[config.mk]
export PLATFORM = sky130hd
export DESIGN_NAME = audio_codec_sequencer
export DESIGN_NICKNAME = d
export VERILOG_FILES = /design/src/rtl/audio_codec_sequencer_pkg.sv /design/src/rtl/audio_codec_sequencer_xfer.sv /design/src/rtl/audio_codec_sequencer.sv
export SDC_FILE = /design/constraint.sdc
export NUM_CORES = 1
export LEC_CHECK = 0
export BUFFER_PORTS_ARGS = -buffer_cell sky130_fd_sc_hd__buf_4
export CORE_MARGIN = 1
export CORE_UTILIZATION = 43
export DETAILED_ROUTE_END_ITERATION = 7
export SLEW_MARGIN = 5
export SYNTH_ARGS = -nofsm -noshare
export SYNTH_HDL_FRONTEND = slang
export SYNTH_SLANG_ARGS = --single-unit
[constraint.sdc]
create_clock -name Clk -period 2.35 [get_ports Clk]
set_input_delay 0.235 -clock Clk [delete_from_list [all_inputs] [get_ports Clk]]
set_output_delay 0.235 -clock Clk [all_outputs]
set_load 0.1 [all_outputs]
[src/rtl/audio_codec_sequencer_pkg.sv]
// Shared definitions for the WM8731 init/loopback sequencer: register map,
// status bits, FSM states and the fixed codec init table.
package audio_codec_sequencer_pkg;

  localparam logic [2:0] ADDR_STATUS_AUDIO   = 3'd0;
  localparam logic [2:0] ADDR_I2C_DATA_AUDIO = 3'd1;
  localparam logic [2:0] ADDR_DAC_AUDIO      = 3'd2;
  localparam logic [2:0] ADDR_ADC_AUDIO      = 3'd3;

  localparam int STAT_I2C_BUSY  = 0;
  localparam int STAT_DAC_FULL  = 1;
  localparam int STAT_ADC_FULL  = 2;
  localparam int STAT_ADC_EMPTY = 3;

  localparam logic [7:0] I2C_DEV_ADDR = 8'h34;

  typedef enum logic [2:0] {
    S_IDLE,
    S_I_RD,
    S_I_WR,
    S_I_POLL,
    S_R_STAT,
    S_R_ADC,
    S_R_DAC,
    S_ERROR
  } state_e;

  // Packet layout is {device address, reg[6:0], data[8:0]}.
  function automatic logic [23:0] init_packet(input logic [3:0] idx);
    logic [15:0] body;
    case (idx)
      4'd0:    body = 16'h1E00;
      4'd1:    body = 16'h0017;
      4'd2:    body = 16'h0217;
      4'd3:    body = 16'h0479;
      4'd4:    body = 16'h0679;
      4'd5:    body = 16'h0812;
      4'd6:    body = 16'h0A00;
      4'd7:    body = 16'h0C00;
      4'd8:    body = 16'h0E42;
      4'd9:    body = 16'h1201;
      default: body = 16'h0000;
    endcase
    return {I2C_DEV_ADDR, body};
  endfunction

endpackage

[src/rtl/audio_codec_sequencer_xfer.sv]
// Single Avalon-style transfer engine: turns a request into one registered
// strobe cycle (stretched by waitrequest) and reports completion.
module avalon_single_xfer (
  input  logic        clk_i,
  input  logic        rst_ni,
  input  logic        req_i,
  input  logic        we_i,
  input  logic [2:0]  addr_i,
  input  logic [31:0] wdata_i,
  output logic        done_o,
  output logic [31:0] rdata_o,
  output logic        read_o,
  output logic        write_o,
  output logic        chipselect_o,
  output logic [2:0]  address_o,
  output logic [31:0] writedata_o,
  input  logic [31:0] readdata_i,
  input  logic        waitrequest_i
);

  // Handshake: req_i is only accepted while no transfer is active, so the
  // requester may hold it level. done_o is high in the cycle whose closing
  // edge completes the transfer; rdata_o is valid in that same cycle and the
  // requester captures it on that edge.
  logic        read_q, write_q, cs_q;
  logic [2:0]  addr_q;
  logic [31:0] wdata_q;
  logic        active;

  assign active = cs_q;

  always_ff @(posedge clk_i or negedge rst_ni) begin
    if (!rst_ni) begin
      read_q  <= 1'b0;
      write_q <= 1'b0;
      cs_q    <= 1'b0;
      addr_q  <= 3'd0;
      wdata_q <= 32'd0;
    end else if (!active) begin
      if (req_i) begin
        read_q  <= ~we_i;
        write_q <= we_i;
        cs_q    <= 1'b1;
        addr_q  <= addr_i;
        wdata_q <= wdata_i;
      end
    end else if (!waitrequest_i) begin
      read_q  <= 1'b0;
      write_q <= 1'b0;
      cs_q    <= 1'b0;
      addr_q  <= 3'd0;
      wdata_q <= 32'd0;
    end
  end

  assign done_o       = active & ~waitrequest_i;
  assign rdata_o      = readdata_i;
  assign read_o       = read_q;
  assign write_o      = write_q;
  assign chipselect_o = cs_q;
  assign address_o    = addr_q;
  assign writedata_o  = wdata_q;

endmodule

[src/rtl/audio_codec_sequencer.sv]
// Configures the WM8731 through the audio controller slave from a fixed init
// table, then streams ADC samples to the DAC while loopback is enabled.
module audio_codec_sequencer
  import audio_codec_sequencer_pkg::*;
#(
  parameter int INIT_LEN = 10,
  parameter int POLL_MAX = 1024
) (
  input  logic        Clk,
  input  logic        Rst_n,
  input  logic        start,
  input  logic        loopback_en,
  output logic        init_done,
  output logic        busy,
  output logic        error,
  output logic [15:0] sample_count,
  output logic        master_read,
  output logic        master_write,
  output logic        master_chipselect,
  output logic [2:0]  master_address,
  output logic [31:0] master_writedata,
  input  logic [31:0] master_readdata,
  input  logic        master_waitrequest,
  output state_e      dbg_state_o
);

  localparam int IDX_W  = $clog2(INIT_LEN);
  localparam int PCNT_W = $clog2(POLL_MAX + 1);

  state_e              state_q, state_d;
  logic [IDX_W-1:0]    idx_q, idx_d;
  logic [PCNT_W-1:0]   poll_q, poll_d;
  logic                init_done_q, init_done_d;
  logic [15:0]         smp_cnt_q, smp_cnt_d;
  logic [31:0]         i2c_rd_q, i2c_rd_d;
  logic [31:0]         sample_q, sample_d;

  logic        req, we, done;
  logic [2:0]  addr;
  logic [31:0] wdata, rdata;

  always_ff @(posedge Clk or negedge Rst_n) begin
    if (!Rst_n) begin
      state_q     <= S_IDLE;
      idx_q       <= '0;
      poll_q      <= '0;
      init_done_q <= 1'b0;
      smp_cnt_q   <= 16'd0;
      i2c_rd_q    <= 32'd0;
      sample_q    <= 32'd0;
    end else begin
      state_q     <= state_d;
      idx_q       <= idx_d;
      poll_q      <= poll_d;
      init_done_q <= init_done_d;
      smp_cnt_q   <= smp_cnt_d;
      i2c_rd_q    <= i2c_rd_d;
      sample_q    <= sample_d;
    end
  end

  always_comb begin
    state_d     = state_q;
    idx_d       = idx_q;
    poll_d      = poll_q;
    init_done_d = init_done_q;
    smp_cnt_d   = smp_cnt_q;
    i2c_rd_d    = i2c_rd_q;
    sample_d    = sample_q;
    req         = 1'b0;
    we          = 1'b0;
    addr        = ADDR_STATUS_AUDIO;
    wdata       = 32'd0;

    case (state_q)
      S_IDLE: begin
        if (start) begin
          idx_d       = '0;
          poll_d      = '0;
          init_done_d = 1'b0;
          state_d     = S_I_RD;
        end
      end
      S_I_RD: begin
        req  = 1'b1;
        addr = ADDR_I2C_DATA_AUDIO;
        if (done) begin
          i2c_rd_d = rdata;
          state_d  = S_I_WR;
        end
      end
      S_I_WR: begin
        // Top byte of the I2C data register belongs to the controller; keep it.
        req   = 1'b1;
        we    = 1'b1;
        addr  = ADDR_I2C_DATA_AUDIO;
        wdata = (i2c_rd_q & 32'hFF000000) | {8'h00, init_packet(4'(idx_q))};
        if (done) begin
          poll_d  = '0;
          state_d = S_I_POLL;
        end
      end
      S_I_POLL: begin
        req  = 1'b1;
        addr = ADDR_STATUS_AUDIO;
        if (done) begin
          if (!rdata[STAT_I2C_BUSY]) begin
            if (idx_q == IDX_W'(INIT_LEN - 1)) begin
              init_done_d = 1'b1;
              state_d     = S_R_STAT;
            end else begin
              idx_d   = idx_q + IDX_W'(1);
              state_d = S_I_RD;
            end
          end else if (poll_q == PCNT_W'(POLL_MAX - 1)) begin
            state_d = S_ERROR;
          end else begin
            poll_d = poll_q + PCNT_W'(1);
          end
        end
      end
      S_R_STAT: begin
        // A status read already on the bus completes even if loopback drops.
        req  = loopback_en;
        addr = ADDR_STATUS_AUDIO;
        if (done && !rdata[STAT_ADC_EMPTY] && !rdata[STAT_DAC_FULL]) begin
          state_d = S_R_ADC;
        end
      end
      S_R_ADC: begin
        req  = 1'b1;
        addr = ADDR_ADC_AUDIO;
        if (done) begin
          sample_d = rdata;
          state_d  = S_R_DAC;
        end
      end
      S_R_DAC: begin
        req   = 1'b1;
        we    = 1'b1;
        addr  = ADDR_DAC_AUDIO;
        wdata = sample_q;
        if (done) begin
          smp_cnt_d = smp_cnt_q + 16'd1;
          state_d   = S_R_STAT;
        end
      end
      S_ERROR: begin
        state_d = S_ERROR;
      end
      default: begin
        state_d = S_IDLE;
      end
    endcase
  end

  avalon_single_xfer u_xfer (
    .clk_i        (Clk),
    .rst_ni       (Rst_n),
    .req_i        (req),
    .we_i         (we),
    .addr_i       (addr),
    .wdata_i      (wdata),
    .done_o       (done),
    .rdata_o      (rdata),
    .read_o       (master_read),
    .write_o      (master_write),
    .chipselect_o (master_chipselect),
    .address_o    (master_address),
    .writedata_o  (master_writedata),
    .readdata_i   (master_readdata),
    .waitrequest_i(master_waitrequest)
  );

  assign init_done    = init_done_q;
  assign busy         = (state_q != S_IDLE) && (state_q != S_ERROR);
  assign error        = (state_q == S_ERROR);
  assign sample_count = smp_cnt_q;
  assign dbg_state_o  = state_q;

endmodule

==> results.md <==
- RSZ-0062 raised after global routing: false
- Mapped Nets: 475
- Synth-to-Final Area Change: 22.82%
- GPL Wtd Cong: 0.7626
- Post-synth EDFFs: 0
- TritonCTS clock tree: yes
- Syn Inst Count: ~430
- Starting Density: 44.62%
- Iteration-0 DRC count of the detailed router: 237
- DRT met1 WL: 5.418 mm
- DRT Pass-1 Iters: 7
- Fin crit share: 85.94%
- Ys Warns: 0
- Final hold viol count: 0
- Worst setup EP type: flip-flop
- Clock buffer depth: 2
- Port bufs: 95
- IR drop worst, VDD: 1.004 mV
- Vias in the first global route: 3804
- WP data required: 2.65 ns
- Reg2Reg Setup Slack: 0.33 ns
- Final ANT Viol Nets: 0
- Skew-Pair Late Insertion Delay: 0.36 ns
- WL met2: about 5.3 mm
- Standby leakage power: 3.007 nW
- Root Driver: clkbuf_16
- Max-Cap Viols: 0
- Vias: 3692
- Storage cell area: 0.002806 sq mm
- Worst Skew: 0.009451 ns
- Antenna cells: 0
- Setup CP Type: flip-flop to flip-flop
- Final Power: 9.153 mW
- Die height: 111.5 um
- P per Cell Area: 1444 mW/mm^2
- Worst path arrival time: 2.32 ns
- Final setup viols: 0
- Status: complete, but fails checks
- Post-synth top flop: dfrtp_1
- Seq/Total Area, Yosys: 54.32%
- Drt total wl: 11.51 mm
- Reg2reg end: poll_q[8]$_DFFE_PN0P_
- GRT Total Usage: 20.09%
- Drt drc: 5
- HPWL reported at the end of detailed placement: 8.117 mm
- Max incr delay on CP: 0.78 ns
- Die W: 111.5 um
- TNS Setup: 0 ns
- Commonest non-fill, non-tap cell in the layout: dfrtp_1
- R2R Path Start: poll_q[0]$_DFFE_PN0P_
- CTS H-tree lvls: 3
- Routed WL per cell: 17.15 um
- Share of post-route cells with drive strength above 1: a little over a third
- Std cell rows: 39
- Slew headroom: 58.83%
- Layout fillers: 1007
- Failing checks: design-rule violations
- Hold Crit Class: input pin to flip-flop
- Worst Setup Start Kind: flip-flop
- Pin count of the biggest net entering global routing: 57
- First-pass GRT wire length: around 20 mm
- Initial antenna violation count: 0
- Num Clock Sinks: between 100 and 150
- Core area: 0.01156 sq mm
- Synth Register Bits: 112
- Synthesized area per cell: between 10 and 15 sq um
- I/O Pins: 97
- Clk pin slew, worst setup/hold paths: 0.08 ns
- Postcts setup bufs: 0
- Post-synth cell types: 64
- Top Metal Used: met4
- Slew Limit Fails: 0
- Crit-path cells: ha_1 -> nand3_2 -> or4b_1 -> a21oi_1 -> o22a_1
- Crit Path Max Fanout: 14
- Wire length on met3: ~590 um
- GRT overflow: 0
- Crit. Startpoint: poll_q[0]$_DFFE_PN0P_
- Vias per std cell: roughly 5.5
- Most frequent cells in the layout: dfrtp_1, buf_4, mux2_2, nand2_1, inv_1
- FFs w/ async S/R, synth: between 90% and 100%
- Crit path to: poll_q[8]$_DFFE_PN0P_
- CP max stage cell: or4b_1
- Mapped cell area: 0.005160 sq mm
- Nets: 567
- FF-to-FF path depth: 5
- Multi-input logic area: 0.002153 sq mm
- Slew at the pin closest to its max-slew limit: between 0.6 and 0.7 ns
- Num CTS Buffers: 9
- Tmin final: about 2.0 ns
- Max Fclk: 0.4951 GHz
- Die area: roughly 0.012 sq mm
stage by stage:
step                hold WS [ns]  cell area (sq um)  utilization [%]  instances  worst slack, ns
floorplan               -0.06059               5172                -        431          0.05059
global placement          0.1967               6016            52.02        654           0.4290
detailed placement        0.1998               6016            52.02        654           0.3644
CTS                      0.07283               6337            54.80        671           0.3306
global route             0.08587               6337            54.80        671           0.2119
finish                   0.08180               6337            54.80        671           0.3304
routing by layer:
layer / up-vias / GRT usage [%]
li1: 1764 / -
met1: 1825 / 27.17
met2: 85 / 30.79
met3: 18 / 4.790
met4: 0 / 9.009
met5: - / 0
worst min path at each step:
stage | slack (ns) | start | endpoint | cells past startpoint
floorplan | -0.06 | Rst_n | dbg_state_o[0]$_DFFE_PN0P_ | 0
CTS | 0.07 | master_readdata[7] | sample_q[7]$_DFFE_PN0P_ | 2
global placement | 0.20 | Rst_n | poll_q[3]$_DFFE_PN0P_ | 1
finish | 0.08 | master_readdata[7] | sample_q[7]$_DFFE_PN0P_ | 2
detailed placement | 0.20 | Rst_n | poll_q[7]$_DFFE_PN0P_ | 1
global route | 0.09 | master_readdata[7] | sample_q[7]$_DFFE_PN0P_ | 2
cell type report:
| type | count | share of cell area (%) |
|---|---|---|
| Sequential cell | 112 | 44.28 |
| Multi-Input combinational cell | 275 | 33.98 |
| Timing Repair Buffer | 104 | 12.75 |
| Clock buffer | 10 | 3.771 |
| Tap cell | 143 | 2.823 |
| Inverter | 21 | 1.244 |
| Clock inverter | 6 | 1.145 |
kinds of logic after synthesis:
family          Yosys count  share of synthesized area [%]
mux                      46                          9.918
buf+inv                  44                          4.340
simple gates            116                          13.24
fa+ha+maj                 7                          1.697
compound gates           90                          13.87
flops                   112                          54.32
other cells               1                        0.07268
xor+xnor                 15                          2.546
report_power, final:
group | leakage, nW | switching (mW) | total (mW) | internal, mW
Clock | 0.155 | 0.741 | 1.61 | 0.872
Combinational | 1.41 | 3.39 | 4.54 | 1.15
Sequential | 1.44 | 0.461 | 3.00 | 2.54
registers in the layout, summed over array words and instances (netlist names), 2 cells and up:
| name | cells |
|---|---|
| u_xfer.writedata_o | 32 |
| dbg_state_o | 3 |
| i2c_rd_q | 8 |
| sample_q | 32 |
| idx_q | 4 |
| poll_q | 11 |
| sample_count | 16 |
| u_xfer.address_o | 2 |
cells in the mapped netlist, types with 9 or more instances:
cell	count	area [sq um]
a221o_1	9	90.09
nor2_1	15	56.30
nor3_1	11	55.05
o21ai_0	11	55.05
xnor2_1	9	78.83
mux2_2	39	439.2
nand3_1	18	90.09
a22o_1	11	96.34
a21oi_1	9	45.04
buf_2	10	50.05
inv_1	20	75.07
dfrtp_1	112	2803
nand2_1	23	86.33
repair_timing:
action	CTS	global route
gates resized for setup	0	0
hold buffers	1	0
endpoints found under the hold margin	27	0
worst max-delay path, delay by kind of cell, from the launching register on:
| kind | cells | cell delay, ns |
|---|---|---|
| compound gates | 2 | 0.40 |
| fa+ha+maj | 1 | 0.23 |
| flops | 1 | 0.43 |
| simple gates | 2 | 0.91 |
(Power assumes the default switching activity.)
